## src/rtl/serial_sub_pkg.sv

```systemverilog
// Shared types and constants for the bit-serial subtractor.
package serial_sub_pkg;

  localparam int DEFAULT_WIDTH = 4;

  typedef enum logic [1:0] {
    IDLE  = 2'd0,
    SHIFT = 2'd1,
    DONE  = 2'd2
  } state_t;

  // The counter holds values up to DATA_WIDTH-1 without wrapping.
  function automatic int cnt_width(input int width);
    return $clog2(width) + 1;
  endfunction

endpackage

```

## src/rtl/serial_subtractor_full_subtractor.sv

```systemverilog
// Combinational 1-bit full subtractor cell: d = a - b - bin, with borrow out.
module full_subtractor (
  input  logic a,
  input  logic b,
  input  logic bin,
  output logic d,
  output logic bout
);

  assign d    = a ^ b ^ bin;
  assign bout = (~a & b) | (~(a ^ b) & bin);

endmodule

```

## src/rtl/serial_subtractor.sv

```systemverilog
// Bit-serial A - B, LSB first, one bit per clock with a start/done handshake.
// Define SERIAL_SUB_OVF_EN to add the signed Overflow output.
module serial_subtractor
  import serial_sub_pkg::*;
#(
  parameter int DATA_WIDTH = DEFAULT_WIDTH
) (
  input  logic                  clk,
  input  logic                  rst_n,
  input  logic                  start,
  input  logic [DATA_WIDTH-1:0] A,
  input  logic [DATA_WIDTH-1:0] B,
  output logic                  busy,
  output logic                  done,
  output logic [DATA_WIDTH-1:0] Diff,
`ifdef SERIAL_SUB_OVF_EN
  output logic                  Overflow,
`endif
  output logic                  Borrow
);

  localparam int            CW   = cnt_width(DATA_WIDTH);
  localparam logic [CW-1:0] LAST = CW'(DATA_WIDTH - 1);

  state_t                  state, next_state;
  logic [CW-1:0]           cnt;
  logic [DATA_WIDTH-1:0]   work_a, work_b, work_diff;
  logic                    br;
  logic                    d, bout;
  logic                    last_bit;
  logic [DATA_WIDTH-1:0]   diff_next;
`ifdef SERIAL_SUB_OVF_EN
  logic                    a_msb, b_msb;
`endif

  full_subtractor u_cell (
    .a    (work_a[0]),
    .b    (work_b[0]),
    .bin  (br),
    .d    (d),
    .bout (bout)
  );

  assign last_bit  = (state == SHIFT) && (cnt == LAST);
  assign diff_next = {d, work_diff[DATA_WIDTH-1:1]};
  assign busy      = (state != IDLE);
  assign done      = (state == DONE);

  always_ff @(posedge clk or negedge rst_n) begin
    if (!rst_n) state <= IDLE;
    else        state <= next_state;
  end

  // NOTE: next_state is defaulted first so no path through the case infers a latch.
  always_comb begin
    next_state = state;
    case (state)
      IDLE:    if (start) next_state = SHIFT;
      SHIFT:   if (last_bit) next_state = DONE;
      DONE:    next_state = IDLE;
      default: next_state = IDLE;
    endcase
  end

  // NOTE: every register here, outputs included, is cleared by reset so an
  // interrupted operation can never leak a partial result.
  always_ff @(posedge clk or negedge rst_n) begin
    if (!rst_n) begin
      cnt       <= '0;
      work_a    <= '0;
      work_b    <= '0;
      work_diff <= '0;
      br        <= 1'b0;
      Diff      <= '0;
      Borrow    <= 1'b0;
`ifdef SERIAL_SUB_OVF_EN
      a_msb     <= 1'b0;
      b_msb     <= 1'b0;
      Overflow  <= 1'b0;
`endif
    end else begin
      case (state)
        IDLE: begin
          if (start) begin
            work_a <= A;
            work_b <= B;
            br     <= 1'b0;
            cnt    <= '0;
`ifdef SERIAL_SUB_OVF_EN
            a_msb  <= A[DATA_WIDTH-1];
            b_msb  <= B[DATA_WIDTH-1];
`endif
          end
        end
        SHIFT: begin
          work_a    <= work_a >> 1;
          work_b    <= work_b >> 1;
          work_diff <= diff_next;
          br        <= bout;
          if (last_bit) begin
            Diff     <= diff_next;
            Borrow   <= bout;
`ifdef SERIAL_SUB_OVF_EN
            Overflow <= (a_msb != b_msb) && (diff_next[DATA_WIDTH-1] != a_msb);
`endif
          end else begin
            cnt <= cnt + CW'(1);
          end
        end
        default: ;
      endcase
    end
  end

endmodule
```

## config.mk

```make
export PLATFORM = sky130hd
export DESIGN_NAME = serial_subtractor
export DESIGN_NICKNAME = d
export VERILOG_FILES = /design/src/rtl/serial_sub_pkg.sv /design/src/rtl/serial_subtractor_full_subtractor.sv /design/src/rtl/serial_subtractor.sv
export SDC_FILE = /design/constraint.sdc
export NUM_CORES = 1
export LEC_CHECK = 0
export ABC_AREA = 1
export CAP_MARGIN = 20
export CORE_MARGIN = 2
export CORE_UTILIZATION = 50
export DETAILED_ROUTE_END_ITERATION = 10
export PLACE_DENSITY = 0.73
export SYNTH_ARGS = -nofsm -noshare
export SYNTH_HDL_FRONTEND = slang
export SYNTH_SLANG_ARGS = --single-unit
```

## constraint.sdc

```tcl
create_clock -name clk -period 2 [get_ports clk]
set_input_delay 0.4 -clock clk [delete_from_list [all_inputs] [get_ports clk]]
set_output_delay 0.4 -clock clk [all_outputs]
set_load 0.01 [all_outputs]
```

==> results of run 1 <==
## state kept, by name, indices dropped and copies added, names as in the netlist
name,count
work_a,4
br,1
work_b,4
Diff,4
cnt,3
state,2
Borrow,1
work_diff,3
## cell usage in the layout, fill, tap and decap left out, drive strengths merged
cell,n
nand2,53
dfrtp,22
clkdlybuf4s50,17
inv,13
nand3,11
o21ai,9
buf,4
nand4,3
clkbuf,3
nor2,3
ha,2
clkinv,1
fa,1
## metrics by stage
| step | instance area [sq um] | setup WS, ps |
|---|---|---|
| 3_3_place_gp | 1220 | 419 |
| 3_5_place_dp | 1220 | 406 |
| 5_1_grt | 1250 | 26.1 |
| 6_report | 1250 | 143 |
| 2_1_floorplan | 1010 | 823 |
| 4_1_cts | 1250 | 68.1 |
## area by class of cell
type	instances	area [sq um]	share of cell area
sequential	22	552	0.441
clock buffer	3	22.5	0.0180
tap	27	33.8	0.0270
multi-input combinational	82	388	0.310
inverter	14	53.8	0.0430
timing repair buffer	21	200	0.160
## metal layers
layer  wire (um)  share of wire  global-route usage
met2         799           0.47               0.290
met1         818           0.48               0.225
met5           0              0                   0
met3          80          0.047              0.0307
met4          14         0.0082              0.0429
## cells in the mapped netlist (all sizes together)
| master | count | share of area |
|---|---|---|
| buf | 3 | 0.020 |
| clkinv | 1 | 0.0050 |
| dfrtp | 22 | 0.55 |
| fa | 1 | 0.020 |
| ha | 2 | 0.025 |
| inv | 13 | 0.048 |
| nand2 | 53 | 0.20 |
| nand3 | 11 | 0.055 |
| nand4 | 3 | 0.019 |
| nor2 | 3 | 0.014 |
| o21ai | 9 | 0.048 |
## kinds of logic after synthesis
| kind of cell | after synthesis |
|---|---|
| buf+inv | 17 |
| simple gates | 70 |
| compound gates | 9 |
| fa+ha+maj | 3 |
| flops | 22 |
## worst paths after layout
check                           slack (ps)  depth (start not counted)                   end
worst max register to register         710                          6   Diff[0]$_DFFE_PN0P_
worst min-delay path                   450                          2   Diff[0]$_DFFE_PN0P_
min in group clk                       490                          2   Diff[0]$_DFFE_PN0P_
worst min register to register         490                          2   Diff[0]$_DFFE_PN0P_
worst max-delay path                   140                          3                  busy
max in group asynchronous             1320                          2  state[0]$_DFFE_PN0P_
## where the power goes
group / switching [W] / leakage (nW) / internal [W]
logic: 0.000487 / 0.364 / 0.000378
clock network: 0.000114 / 0.0138 / 0.0000698
registers: 0.000122 / 0.277 / 0.000644
total: 0.000723 / 0.655 / 0.00109
## worst max-delay path, delay by kind of cell (launching register included)
family / cells / cell delay, ps
buf+inv: 2 / 530
flops: 1 / 470
simple gates: 1 / 170
==> results by group, run 1 <==
Logic synthesis
  – Synth Area in Compound Gates: 0.0483
  – Post-synth cell types: 17
  – Syn Nets: 135
  – Multiplexer share of the synthesized area: 0
  – Largest family of logic cells by synthesized area: simple AND/OR/NAND/NOR gates
  – Average size of a mapped cell: 8.34 sq um
  – Synth Area in XOR/XNOR: 0
  – Simple-gate area share of the yosys netlist: 0.289
  – Synth Register Bits: 22
  – Post-synthesis adder-cell area fraction: 0.0446
  – Synth warn: 0
  – Post-synthesis sequential area ratio: 0.545
  – Post-Synthesis Cells: 121
  – Synthesized area: 1010 sq um

GRT
  – Largest net degree at the start of global routing: 23
  – Initial antenna violation count: 0
  – Global-route wire length before repair: 3190 um
  – All-layer global routing usage: 0.170
  – Vias in the first global route: roughly 750
  – Grt total ovfl: 0

Worst setup path
  – CP Capture Type: primary output
  – CP max FO: 7
  – Startpoint types: flop
  – Crit-path max cell delay: 470 ps
  – Critical Path AT: ~1500 ps
  – CP startpoint: state[0]$_DFFE_PN0P_
  – CP Cell Sequence: nor2_2 -> inv_1 -> clkdlybuf4s50_1
  – Slowest-stage cell, CP: dfrtp_2
  – Critical Path RT: between 1500 and 2000 ps
  – Critical path class: flop to primary output
  – R2R Path Start: cnt[0]$_DFFE_PN0P_

Clocking
  – Clock sinks: 22
  – Post_cts resized: 0
  – Clk pin slew, worst setup/hold paths: 110 ps
  – CTS tree: done
  – H-Tree Depth: 1
  – Setup repair bufs after CTS: 0
  – CTS Hold Bufs: 0
  – TritonCTS Buffers: 3
  – Clock latency on the worst-skew pair: between 200 and 300 ps
  – CTS max path bufs: 2
  – CTS root buffer: clkbuf_4

Placement
  – RePlAce Congestion: between 0.7 and 0.8
  – DP Wirelength: 1330 um
  – Placed cell count: ~170
  – PortBufs: 17

STA
  – Worst slew margin: 0.817
  – RSZ-0062 raised after global routing: no
  – Tmin final: 1860 ps
  – Worst slew pin tran: around 270 ps
  – Final Hold Fails: 0
  – Fin Setup TNS: 0 ps
  – Skew final: 4.57 ps
  – Fin Hold WS: 449 ps
  – FMAX: between 500 and 600 MHz
  – Setup-failing EPs final: 0
  – Crit share post-route: 0.928
  – Slew Limit Fails: 0

Floorplan
  – Die span in x: 48.9 um
  – Num ports: 18
  – Num rows: 16
  – Starting density of the core: 0.520
  – Core area: 1940 sq um
  – DIE HEIGHT: 48.9 um
  – DIE AREA: 2400 sq um

Routing
  – Vias/cell: 4.69
  – Post-route ant nets: 0
  – Drt pass-1 iters: 4
  – DRC Markers: 0
  – Routed WL per cell: 10.1 um
  – DRT iter0 DRCs: 12
  – Routed Wire Length: 1710 um
  – Via count: 793

Power
  – Max VDD drop: 989 uV
  – Leakage: between 0.6 and 0.7 nW
  – Pwr/cell area: 1450 nW/um^2
  – Total power: 0.00181 W

Hold path
  – Hold WC Path Type: input port to asynchronous set/reset pin

Run status
  – Status: completed

Cells and area
  – Final non-filler cell total: 169
  – # diodes: 0
  – Share of layout cells above drive strength 1: 0.106
  – Synth-to-Final Area Change: 23.8%
  – Nets: 158
  – # fillers: 184
  – Finished Core Util: 0.644

Job
  – Max-cap violations: 0
Note: power is estimated with default switching activity, not from simulation.
==> run 2, diff against run 1 <==
Settings changed: GPL_ROUTABILITY_DRIVEN set to 1, GPL_TIMING_DRIVEN set to 0.
==> run 2 against run 1 <==
Compared with the run above: first-iteration DRC count increased by 130%; sequential share of layout area down 0.62 points; hold slack lost 120 ps; critical endpoint unchanged; highest routed layer unchanged.
==> results by group, run 2 (synthesis gave the netlist of run 1 again) <==
Run status
  – Status: completed (unchanged)

STA
  – Slew Limit Fails: 0 (unchanged)
  – Final Hold Fails: 0 (unchanged)
  – Worst slew pin tran: 427 ps (was 275 ps)
  – Skew final: 4.56 ps (was 4.57 ps)
  – Worst slew margin: 0.715 (was 0.817)
  – FMAX: 527 MHz (was 539 MHz)
  – RSZ-0062 raised after global routing: no (unchanged)
  – Tmin final: 1900 ps (was 1860 ps)
  – Fin Setup TNS: 0 ps (unchanged)
  – Final Worst Setup Slack: 104 ps (was 143 ps)
  – Setup-failing EPs final: 0 (unchanged)
  – Fin Hold WS: 331 ps (was 449 ps)
  – Crit share post-route: 0.948 (was 0.928)

GRT
  – Global-route wire length before repair: 3270 um (was 3190 um)
  – Initial antenna violation count: 0 (unchanged)
  – All-layer global routing usage: 0.177 (was 0.170)
  – Largest net degree at the start of global routing: 23 (unchanged)
  – Grt total ovfl: 0 (unchanged)
  – Vias in the first global route: 777 (was 748)

Clocking
  – CTS root buffer: clkbuf_4 (unchanged)
  – Clock latency on the worst-skew pair: 300 ps (was 280 ps)
  – TritonCTS Buffers: 3 (unchanged)
  – Clk pin slew, worst setup/hold paths: 110 ps (about the same)
  – CTS max path bufs: 2 (unchanged)
  – Clock sinks: 22 (unchanged)
  – CTS Hold Bufs: 0 (unchanged)
  – H-Tree Depth: 1 (unchanged)
  – CTS tree: done (unchanged)
  – Post_cts resized: 1 (was 0)
  – Setup repair bufs after CTS: 0 (unchanged)

Floorplan
  – Core area: 1940 sq um (unchanged)
  – Die span in x: 48.9 um (unchanged)
  – DIE AREA: 2400 sq um (unchanged)
  – DIE HEIGHT: 48.9 um (unchanged)
  – Num rows: 16 (unchanged)
  – Num ports: 18 (unchanged)
  – Starting density of the core: 0.520 (unchanged)

Worst setup path
  – R2R depth: 6 (unchanged)
  – RR Endpoint: cnt[1]$_DFFE_PN0P_ (was Diff[0]$_DFFE_PN0P_)
  – Critical path class: flop to primary output (unchanged)
  – Crit-path max cell delay: 470 ps (about the same)
  – Critical Path AT: 1500 ps (was 1460 ps)
  – Levels on crit path: 3 (unchanged)
  – CP startpoint: state[0]$_DFFE_PN0P_ (unchanged)
  – Slowest-stage cell, CP: clkdlybuf4s50_1 (was dfrtp_2)
  – Worst R2R Setup Slack: 710 ps (about the same)
  – CP Cell Sequence: nor2_2 -> inv_1 -> clkdlybuf4s50_1 (unchanged)
  – CP max FO: 5 (was 7)
  – Buf+Inv Stages, Crit Path: 2 (unchanged)
  – Critical Path RT: 1600 ps (about the same)
  – Crit path to: busy (unchanged)
  – Startpoint types: flop (unchanged)
  – Top Family by Delay on Critical Path: buffers and inverters (unchanged)
  – CP Capture Type: primary output (unchanged)
  – R2R Path Start: cnt[0]$_DFFE_PN0P_ (unchanged)

Placement
  – PortBufs: 17 (unchanged)
  – DP Wirelength: 1320 um (was 1330 um)
  – RePlAce Congestion: 0.744 (was 0.776)
  – DP Worst Slack: 309 ps (was 406 ps)

Routing
  – Met3 wire len: 62 um (was 80 um)
  – Vias/cell: 4.89 (was 4.69)
  – Post-route ant nets: 0 (unchanged)
  – Metal-1 WL: 871 um (was 818 um)
  – Routed Wire Length: 1800 um (was 1710 um)
  – Via count: 826 (was 793)
  – Drt pass-1 iters: 4 (unchanged)
  – Routed WL per cell: 10.6 um (was 10.1 um)
  – DRC Markers: 0 (unchanged)
  – DRT iter0 DRCs: 27 (was 12)
  – Highest metal used: met4 (unchanged)
  – Detail Route met2 WL: 829 um (was 799 um)

Power
  – Max VDD drop: 866 uV (was 989 uV)
  – Total power: 0.00183 W (was 0.00181 W)
  – Pwr/cell area: 1440 nW/um^2 (was 1450 nW/um^2)
  – Leakage: 0.667 nW (was 0.655 nW)

Cells and area
  – Commonest cells after routing, fill and taps aside: 51 x nand2_1, 22 x dfrtp_1, 16 x clkdlybuf4s50_1 (was 51 x nand2_1, 21 x dfrtp_1, 17 x clkdlybuf4s50_1)
  – Area of the multi-input gates: 388 sq um (unchanged)
  – Most common cell after layout, fill and taps aside: nand2_1 (unchanged)
  – Share of layout cells above drive strength 1: 0.0986 (was 0.106)
  – Largest registers: Diff (4), work_a (4), work_b (4) (unchanged)
  – Reg area: 551 sq um (was 552 sq um)
  – # diodes: 0 (unchanged)
  – Nets: 158 (unchanged)
  – # fillers: 180 (was 184)
  – Synth-to-Final Area Change: 25.3% (was 23.8%)

Job
  – Max-cap violations: 0 (unchanged)

Hold path
  – Hold WC Path Type: input port to asynchronous set/reset pin (unchanged)
-- run 2: cell count changes in the layout (fill, tap and decap cells not counted), sizes merged --
cell / delta
dlygate4sd2: +1
clkdlybuf4s50: -1
-- run 2: layout make-up --
type | instances | area share
sequential | 22 | 0.435
inverter | 14 | 0.0425
buffer | 3 | 0.0158
tap | 27 | 0.0267
timing repair buffer | 18 | 0.155
clock buffer | 3 | 0.0178
multi-input combinational | 82 | 0.307
-- run 2: report_power, final --
part | leakage [nW] | internal (W) | total, W | switching (W)
registers | 0.278 | 0.000642 | 0.000756 | 0.000114
clock network | 0.0138 | 0.0000702 | 0.000192 | 0.000122
logic | 0.375 | 0.000381 | 0.000878 | 0.000497
-- run 2: how the worst min path moves through the flow --
| stage | from | to | slack [ps] | cells past startpoint |
|---|---|---|---|---|
| 6_report | rst_n | state[1]$_DFFE_PN0P_ | 330 | 1 |
| 5_1_grt | rst_n | Diff[0]$_DFFE_PN0P_ | 320 | 1 |
| 4_1_cts | work_a[3]$_DFFE_PN0P_ | work_a[3]$_DFFE_PN0P_ | 490 | 2 |
| 3_5_place_dp | work_a[3]$_DFFE_PN0P_ | work_a[3]$_DFFE_PN0P_ | 460 | 2 |
| 3_3_place_gp | work_a[3]$_DFFE_PN0P_ | work_a[3]$_DFFE_PN0P_ | 460 | 2 |
| 2_1_floorplan | rst_n | Borrow$_DFFE_PN0P_ | 100 | 0 |
-- run 2: per-stage QoR --
stage / std cells / util / instance area [sq um]
finish: 169 / 0.651 / 1260
global route: 169 / 0.651 / 1260
CTS: 168 / 0.636 / 1230
detailed placement: 165 / 0.625 / 1210
global placement: 165 / 0.625 / 1210
floorplan: 121 / - / 1010
-- run 2: layer usage --
metal  track usage  up-vias
met2         0.281       18
li1              -      420
met4         0.100        0
met3        0.0307        4
met1         0.230      384
met5             0        -
-- run 2: worst reg2reg max path, delay by kind of cell (launching register included) --
kind	cells	cell delay, ps
buf+inv	1	120
flops	1	410
fa+ha+maj	2	410
simple gates	3	260
